==> src/rtl/model_offset_controller.sv <==
// model_offset_controller
// Multi-model position-offset generator for the ray-tracing renderer.
// Each model keeps a working X/Z offset (Y is a constant) that is moved
// either by buttons (selected model only) or by an automatic X ping-pong
// sweep, once per divider tick. A published copy is refreshed only on
// frame_strobe so the renderer never sees a mid-frame change.
module model_offset_controller #(
  parameter int NUM_MODELS  = 2,
  parameter int FIXED_WIDTH = 32,
  parameter int TICK_BITS   = 21,
  parameter logic signed [FIXED_WIDTH-1:0] STEP_Q   = 65536,
  parameter logic signed [FIXED_WIDTH-1:0] MIN_Q    = -4194304,
  parameter logic signed [FIXED_WIDTH-1:0] MAX_Q    = 4194304,
  parameter logic signed [FIXED_WIDTH-1:0] Y_INIT_Q = 720896
) (
  input  logic                                clk,
  input  logic                                reset,
  input  logic                                mode,
  input  logic [2:0]                          sel,
  input  logic                                up,
  input  logic                                down,
  input  logic                                left,
  input  logic                                right,
  input  logic                                frame_strobe,
  output logic [NUM_MODELS*3*FIXED_WIDTH-1:0] offset,
  output logic                                valid
);

  // One guard bit above the Fixed width so a step never wraps before clamping.
  localparam logic signed [FIXED_WIDTH:0] STEP_W = {STEP_Q[FIXED_WIDTH-1], STEP_Q};
  localparam logic signed [FIXED_WIDTH:0] MIN_W  = {MIN_Q[FIXED_WIDTH-1], MIN_Q};
  localparam logic signed [FIXED_WIDTH:0] MAX_W  = {MAX_Q[FIXED_WIDTH-1], MAX_Q};

  logic [TICK_BITS-1:0] div_reg;
  logic                 tick;
  logic                 valid_reg;

  // Clamp a widened sum back into the legal [MIN_Q, MAX_Q] window.
  function automatic logic signed [FIXED_WIDTH-1:0] saturate(input logic signed [FIXED_WIDTH:0] v);
    if (v >= MAX_W)
      return MAX_Q;
    else if (v <= MIN_W)
      return MIN_Q;
    else
      return v[FIXED_WIDTH-1:0];
  endfunction

  // Tick fires in the cycle the divider is all-ones, just before it wraps.
  always_comb tick = &div_reg;

  // Free-running rate divider; restarts from zero after reset.
  always_ff @(posedge clk or posedge reset) begin
    if (reset)
      div_reg <= '0;
    else
      div_reg <= div_reg + TICK_BITS'(1);
  end

  // valid follows each publish by exactly one cycle.
  always_ff @(posedge clk or posedge reset) begin
    if (reset)
      valid_reg <= 1'b0;
    else
      valid_reg <= frame_strobe;
  end

  assign valid = valid_reg;

  generate
    for (genvar gi = 0; gi < NUM_MODELS; gi++) begin : g_model
      logic signed [FIXED_WIDTH-1:0] x_reg, z_reg, x_next, z_next;
      logic signed [FIXED_WIDTH-1:0] pub_x_reg, pub_z_reg;
      logic                          dir_neg_reg, dir_neg_next;
      logic signed [FIXED_WIDTH:0]   x_inc, x_dec, z_inc, z_dec, x_sweep;

      // Widened candidate sums for both directions on both moving axes.
      always_comb begin
        x_inc = {x_reg[FIXED_WIDTH-1], x_reg} + STEP_W;
        x_dec = {x_reg[FIXED_WIDTH-1], x_reg} - STEP_W;
        z_inc = {z_reg[FIXED_WIDTH-1], z_reg} + STEP_W;
        z_dec = {z_reg[FIXED_WIDTH-1], z_reg} - STEP_W;
      end

      // Single-cycle update applied on a tick: sweep or buttons, never both.
      always_comb begin
        x_next       = x_reg;
        z_next       = z_reg;
        dir_neg_next = dir_neg_reg;
        x_sweep      = dir_neg_reg ? x_dec : x_inc;
        if (tick) begin
          if (mode) begin
            if (x_sweep >= MAX_W) begin
              x_next       = MAX_Q;
              dir_neg_next = 1'b1;
            end else if (x_sweep <= MIN_W) begin
              x_next       = MIN_Q;
              dir_neg_next = 1'b0;
            end else begin
              x_next = x_sweep[FIXED_WIDTH-1:0];
            end
          end else if (sel == 3'(gi)) begin
            if (left)
              x_next = saturate(x_inc);
            else if (right)
              x_next = saturate(x_dec);
            if (up)
              z_next = saturate(z_inc);
            else if (down)
              z_next = saturate(z_dec);
          end
        end
      end

      // Working state plus the double-buffered published copy; the publish
      // takes the pre-tick working value when both happen on one edge.
      always_ff @(posedge clk or posedge reset) begin
        if (reset) begin
          x_reg       <= '0;
          z_reg       <= '0;
          dir_neg_reg <= 1'b0;
          pub_x_reg   <= '0;
          pub_z_reg   <= '0;
        end else begin
          x_reg       <= x_next;
          z_reg       <= z_next;
          dir_neg_reg <= dir_neg_next;
          if (frame_strobe) begin
            pub_x_reg <= x_reg;
            pub_z_reg <= z_reg;
          end
        end
      end

      assign offset[(gi*3+0)*FIXED_WIDTH +: FIXED_WIDTH] = pub_x_reg;
      assign offset[(gi*3+1)*FIXED_WIDTH +: FIXED_WIDTH] = Y_INIT_Q;
      assign offset[(gi*3+2)*FIXED_WIDTH +: FIXED_WIDTH] = pub_z_reg;
    end
  endgenerate

endmodule

==> config.mk <==
export PLATFORM = sky130hd
export DESIGN_NAME = model_offset_controller
export DESIGN_NICKNAME = d
export VERILOG_FILES = /design/src/rtl/model_offset_controller.sv
export SDC_FILE = /design/constraint.sdc
export NUM_CORES = 1
export LEC_CHECK = 0
export CORE_UTILIZATION = 40
export DETAILED_ROUTE_END_ITERATION = 10
export GPL_ROUTABILITY_DRIVEN = 0
export SYNTH_ARGS = -nofsm -noshare
export SYNTH_HDL_FRONTEND = slang
export SYNTH_SLANG_ARGS = --single-unit
==> constraint.sdc <==
create_clock -name clk -period 7.8 [get_ports clk]
set_input_delay 0.78 -clock clk [delete_from_list [all_inputs] [get_ports clk]]
set_output_delay 0.78 -clock clk [all_outputs]
set_load 0.01 [all_outputs]
==> summary.md, run 1 <==
| Metric | Value |
|---|---|
| Status | `finished clean` |
| CTS Hold Buffers Added | `0` |
| Via count | `between 10,000 and 15,000` |
| Netlist cell types | `89` |
| Power per cell area | `153 mW/mm²` |
| # rows | `63` |
| WL per Instance | `approximately 17 µm` |
| Commonest non-fill, non-tap cell in the layout | `dfrtp_1` |
| Sw Share | `roughly 28%` |
| Total GRT Usage | `about a fifth` |
| Final min period | `about 4.2 ns` |
| Post-route DRC | `0` |
| Net Switching | `between 0.0005 and 0.0006 W` |
| Final hold viol count | `0` |
| Worst-case clock buffer depth | `2` |
| Ys async rst share | `between 90% and 100%` |
| Pin count of the biggest net entering global routing | `between 80 and 90` |
| Worst Path Max Fanout | `24` |
| CTS H-tree lvls | `4` |
| Slew margin rel. | `19.2%` |
| # Max-Cap Violations | `0` |
| Worst min-delay path class | `reg -> reg` |
| Most frequent cells in the layout | `dfrtp_1 (152), conb_1 (128), nand2_1 (111)` |
| Setup Buffers After CTS | `0` |
| Final Skew | `0.0165 ns` |
| Die height | `roughly 180 µm` |
| First-pass GRT wire length | `52,900 µm` |
| Hold path depth | `1` |
| Mapped cell area | `roughly 0.012 mm²` |
| Vias in the first global route | `roughly 10,000` |
| HP Start | `div_reg[14]` |
| Tcrit/Tclk final | `54.3%` |
| CTS tree | `built` |
| Unrepaired setup endpoints after global routing | `false` |
| R2r endpoint | `g_model[1].x_reg[19]` |
| Clock group share of total power | `a little over two fifths` |
| Reg2reg setup slack | `3.57 ns` |
| Sequential share of power | `between 40% and 50%` |
| Critical Path AT | `4.58 ns` |
| Post-synthesis cell count | `about 1,400` |
| Post-CTS Resized | `0` |
| Core area | `0.0297 mm²` |
| CP Launch Type | `flop` |
| Area of the multi-input gates | `0.00725 mm²` |
| Final setup TNS | `0 ns` |
| Finished Cell Area | `~0.013 mm²` |
| Seq/Total Area, Yosys | `roughly a third` |
| Count of final max-slew check failures | `0` |
| Ys flop type | `dfrtp_1` |
| Skew-Pair Late Insertion Delay | `roughly 0.43 ns` |
| Hold EP | `div_reg[14]` |
| Comb pwr share | `around 14%` |
| Global route overflow | `0` |
| Avg Inst Size Synth | `approximately 8.4 µm²` |
| Area growth from synthesis to layout | `7.93%` |
| Router iterations before antenna repair | `5` |
| Crit path capture type | `flop` |
| Worst EP required | `roughly 8.2 ns` |
| Fillers | `2,903` |
| Post-place instance area | `0.0125 mm²` |
| Die area | `approximately 0.031 mm²` |
| DRT iter0 DRCs | `just under 1,000` |
| Pint | `between 0.001 and 0.0015 W` |
| Post-synth EDFFs | `0` |
| Final ANT Viol Nets | `0` |
| Share of cells above drive strength 1 | `10.4%` |
| Clock Pin Slew Worst Setup and Hold Paths | `0.06 ns` |
| Slew at the pin with the worst max-slew slack | `approximately 1.2 ns` |
| Yosys warning total | `0` |
| Initial antenna violation count | `3` |
| CTS root buf | `clkbuf_16` |
| Leakage | `approximately 5.2 nW` |
| IO Port Bufs | `75` |
| Worst IR drop on VDD | `around 0.13 mV` |
| FMAX | `0.236 GHz` |
| Die Wd | `~180 µm` |
| Final WL | `32,100 µm` |
| Nets@finish | `1,452` |
| IO Count | `204` |
| Worst reg-to-reg path cell count | `9` |
| Setup violators final | `0` |
| Detail Placement HPWL | `roughly 22,000 µm` |
| TritonCTS Buffers | `17` |
| RR Startpoint | `g_model[1].x_reg[18]` |
| Sink Count | `around 150` |
| Crit Path Category | `reg -> reg` |
| Initial core utilization | `between 40% and 50%` |
| DR vias/cell | `5.84` |
| Register area | `0.00380 mm²` |
| FF+latch count, synth | `152` |
worst max-delay path, stage by stage, from the launching register on:
cell      delay [ns]
dfrtp_1         0.79
nand4_1         0.57
nor4_1          0.67
xnor2_1         0.22
nand2b_1        0.19
o32ai_1         0.79
or4b_1          0.50
a41oi_1         0.20
a31oi_1         0.08
o21ai_1         0.16
kinds of logic (layout without fill, tap and decap cells):
logic type,Yosys count,in the layout,share of synthesized area (%)
XOR/XNOR,75,75,5.42
AND/OR/NAND/NOR,563,563,25.1
multiplexers,84,84,7.64
buffers and inverters,269,149,12.7
adder cells (fa/ha/maj),9,9,0.930
AO/OA/AOI/OAI,285,285,16.8
other,2,130,0.0620
flip-flops,152,152,31.4
Yosys cell counts (all sizes together) (7+ instances only):
master	instances	area share (%)
o31ai	12	0.74
o22ai	9	0.46
mux2i	16	1.3
or4	17	1.2
a211oi	12	0.74
nor2	110	3.4
inv	36	1.1
o21ai	48	2.0
nor4	33	1.9
a21oi	52	2.3
o21a	10	0.62
xnor2	52	3.8
nor3b	12	0.74
a22oi	11	0.68
a31oi	22	1.1
nand3	57	2.4
nor3	61	2.6
nor4b	9	0.65
o211ai	15	0.93
and4	8	0.58
o32ai	7	0.72
a221oi	7	0.51
or3	23	1.3
nand4	40	2.1
mux2	68	6.3
dfrtp	152	31
nand4b	7	0.51
nand2b	15	0.77
ha	9	0.93
buf	159	9.3
nand2	111	3.4
clkbuf	73	2.3
nand3b	7	0.43
xor2	23	1.7
a21o	9	0.56
and3	22	1.1
nor2b	7	0.36
layout make-up:
type / instances / share of cell area (%)
clock inverters: 15 / 1.35
well taps: 390 / 3.73
multi-input cells: 1144 / 55.4
clock buffers: 17 / 3.25
inverters: 37 / 1.10
repair buffers: 80 / 5.99
diodes: 2 / 0.0383
flip-flops and latches: 152 / 29.1
worst max path at each step:
| stage | end | from | slack [ns] |
|---|---|---|---|
| 6_report | g_model[1].x_reg[19] | g_model[1].x_reg[18] | 3.57 |
| 5_1_grt | g_model[1].x_reg[19] | g_model[1].x_reg[18] | 3.25 |
| 4_1_cts | g_model[1].x_reg[19] | g_model[1].x_reg[18] | 3.75 |
| 3_5_place_dp | g_model[0].z_reg[31] | mode | 3.78 |
| 3_3_place_gp | g_model[0].z_reg[31] | mode | 3.88 |
| 2_1_floorplan | div_reg[0] | reset | 2.93 |
routing by layer:
metal / GRT usage (%) / routed length [µm] / vias up
met5: 0 / 11 / -
met4: 7.86 / 796 / 2
met3: 3.64 / 2130 / 63
met2: 32.5 / 14700 / 474
met1: 29.5 / 14400 / 5191
li1: - / - / 5003
per-stage QoR:
step	cells	setup slack [ns]	total power, W	utilization [%]	hold slack, ns
floorplan	1565	2.93	0.00111	-	0.434
global placement	1803	3.88	0.00115	42.0	0.456
detailed placement	1803	3.78	0.00115	42.0	0.463
CTS	1835	3.75	0.00201	44.0	0.479
global route	1836	3.25	0.00209	44.0	0.502
finish	1837	3.57	0.00200	44.0	0.474
power by group through the flow:
stage | combinational (W) | sequential (W) | clock [W]
after floorplan | 0.000255 | 0.000854 | 0
after global placement | 0.000266 | 0.000886 | 0
after detailed placement | 0.000267 | 0.000887 | 0
after CTS | 0.000268 | 0.000872 | 0.000875
after global routing | 0.000299 | 0.000878 | 0.000911
final | 0.000270 | 0.000873 | 0.000855
Power figures use the tool's default switching activity.
==> inputs of run 2 (changes only) <==
==> constraint.sdc (replaced) <==
create_clock -name clk -period 3.9 [get_ports clk]
set_input_delay 0.39 -clock clk [delete_from_list [all_inputs] [get_ports clk]]
set_output_delay 0.39 -clock clk [all_outputs]
set_load 0.01 [all_outputs]
==> run 2 against run 1 <==
Net effect:
- die area did not move
- wire length is 0.39% higher
- clock power rose by 96%
- critical path depth grew 2
- clock-buffer cell count rose by 1
- first-iteration DRC count fell by 13%
- flip-flop and latch count stayed put
- via count increased by 1.0%
- sequential power increased by 97%
- utilization up 1.4 points
- critical path type unchanged
- critical endpoint is now g_model[0].x_reg[17]
- highest routed layer is now met4
==> summary.md, run 2 (synthesis gave the netlist of run 1 again) <==
| Metric | Value |
|---|---|
| # diodes | `0` |
| Final hold viol count | `0` |
| Global route overflow | `0` |
| Commonest non-fill, non-tap cell in the layout | `dfrtp_1` |
| Share of cells above drive strength 1 | `a little over an eighth` |
| DR vias/cell | `about 5.7` |
| Detail Placement HPWL | `23,200 µm` |
| Power Total | `approximately 0.0040 W` |
| Critical Path AT | `4.00 ns` |
| Finished Core Util | `a little under half` |
| R2r endpoint | `g_model[0].x_reg[17]` |
| Tcrit/Tclk final | `a little over 90%` |
| Worst EP required | `4.26 ns` |
| First-pass GRT wire length | `roughly 53,000 µm` |
| Sink Count | `approximately 150` |
| Leakage | `roughly 5.5 nW` |
| Finished Cell Area | `between 0.01 and 0.015 mm²` |
| Crit-path leading delay family | `simple AND/OR/NAND/NOR gates` |
| PnR worst setup slack | `roughly 0.26 ns` |
| Crit-path cells | `inv_1, ha_1, or3b_2, nor4b_1, o211ai_1, a21oi_1, a21boi_0, or4_4, a211oi_1, o21ai_0, a21oi_1` |
| WL per Instance | `~17 µm` |
| CP Launch Type | `flop` |
| Power per cell area | `~300 mW/mm²` |
| Worst Path Max Fanout | `12` |
| Crit path capture type | `flop` |
| Slew margin rel. | `42.1%` |
| CTS root buf | `clkbuf_16` |
| Critical path's slowest cell | `or3b_2` |
| Setup Buffers After CTS | `0` |
| Post-place instance area | `~0.013 mm²` |
| Post-place setup slack | `between 0.3 and 0.4 ns` |
| Slew at the pin with the worst max-slew slack | `between 0.8 and 0.9 ns` |
| Skew-Pair Late Insertion Delay | `between 0.4 and 0.5 ns` |
| Core area | `around 0.030 mm²` |
| Unrepaired setup endpoints after global routing | `false` |
| Area growth from synthesis to layout | `11.4%` |
| Status | `finished clean` |
| Die area | `0.0310 mm²` |
| Reg2reg setup slack | `0.26 ns` |
| Initial core utilization | `about 41%` |
| Via count | `10,800` |
| FMAX | `around 0.27 GHz` |
| # rows | `63` |
| Count of final max-slew check failures | `0` |
| Die Wd | `between 150 and 200 µm` |
| IO Port Bufs | `75` |
| Nets@finish | `1,506` |
| CTS tree | `built` |
| Final Skew | `0.0104 ns` |
| Slowest stage delay, CP | `0.61 ns` |
| # Max-Cap Violations | `0` |
| Router iterations before antenna repair | `6` |
| Total GRT Usage | `approximately a fifth` |
| Fillers | `approximately 2,900` |
| DRT iter0 DRCs | `866` |
| CTS H-tree lvls | `4` |
| Worst min-delay path class | `in -> async` |
| Die height | `176 µm` |
| Initial antenna violation count | `0` |
| Vias in the first global route | `between 9,000 and 10,000` |
| Post-route DRC | `0` |
| Worst reg-to-reg path cell count | `11` |
| RR Startpoint | `g_model[0].x_reg[16]` |
| Clock Pin Slew Worst Setup and Hold Paths | `0.06 ns` |
| Final WL | `roughly 32,000 µm` |
| Most frequent cells in the layout | `dfrtp_1 (152), conb_1 (128), nand2_1 (111)` |
| Setup violators final | `0` |
| Most frequent CP cell | `a21oi_1` |
| IO Count | `a little over 200` |
| Final min period | `between 3 and 4 ns` |
| Pin count of the biggest net entering global routing | `55` |
| Bufs and invs on worst path | `1` |
| Worst-case clock buffer depth | `2` |
| Crit Path Category | `reg -> reg` |
| TritonCTS Buffers | `17` |
| Final setup TNS | `0 ns` |
| Final ANT Viol Nets | `0` |
| Worst IR drop on VDD | `0.252 mV` |
[run 2: routing by layer]
metal | up-vias | track usage (%) | wire [µm]
met4 | 0 | 8.51 | 787
met5 | - | 0 | 0
met3 | 61 | 3.62 | 2290
met1 | 5138 | 28.5 | 14300
li1 | 5118 | - | -
met2 | 523 | 33.1 | 14800
[run 2: per-stage QoR]
stage,hold slack (ns),cells
after floorplan,0.421,1565
after global placement,0.454,1857
after detailed placement,0.455,1857
after CTS,0.386,1889
after global routing,0.435,1889
final,0.377,1889
[run 2: worst max path at each step]
stage,depth (start not counted),slack [ns],start,endpoint
after detailed placement,10,0.34,g_model[1].z_reg[17],g_model[1].z_reg[21]
after floorplan,14,0.51,g_model[0].x_reg[16],g_model[0].x_reg[17]
after global routing,11,0.07,g_model[0].x_reg[16],g_model[0].x_reg[17]
final,11,0.26,g_model[0].x_reg[16],g_model[0].x_reg[17]
after CTS,11,0.30,g_model[0].x_reg[16],g_model[0].x_reg[17]
after global placement,11,0.44,g_model[0].x_reg[16],g_model[0].x_reg[17]
[run 2: what timing repair did]
item	in CTS	in global routing
hold endpoints to repair	0	0
hold buffers	0	0
resized for setup	0	1
setup endpoints to repair	0	1
[run 2: layout make-up]
cell class              count  area [µm²]  area share [%]
repair buffers            134        1210            8.99
flip-flops and latches    152        3800            28.2
well taps                 390         488            3.62
inverters                  37         143            1.06
multi-input cells        1144        7260            53.8
clock inverters            14         160            1.19
clock buffers              18         429            3.18
[run 2: where the power goes]
group	leakage (nW)	switching, W	total, W	internal [W]
logic	3.26	0.000356	0.000602	0.000246
clock network	0.287	0.000722	0.00168	0.000958
registers	1.94	0.0000862	0.00172	0.00163
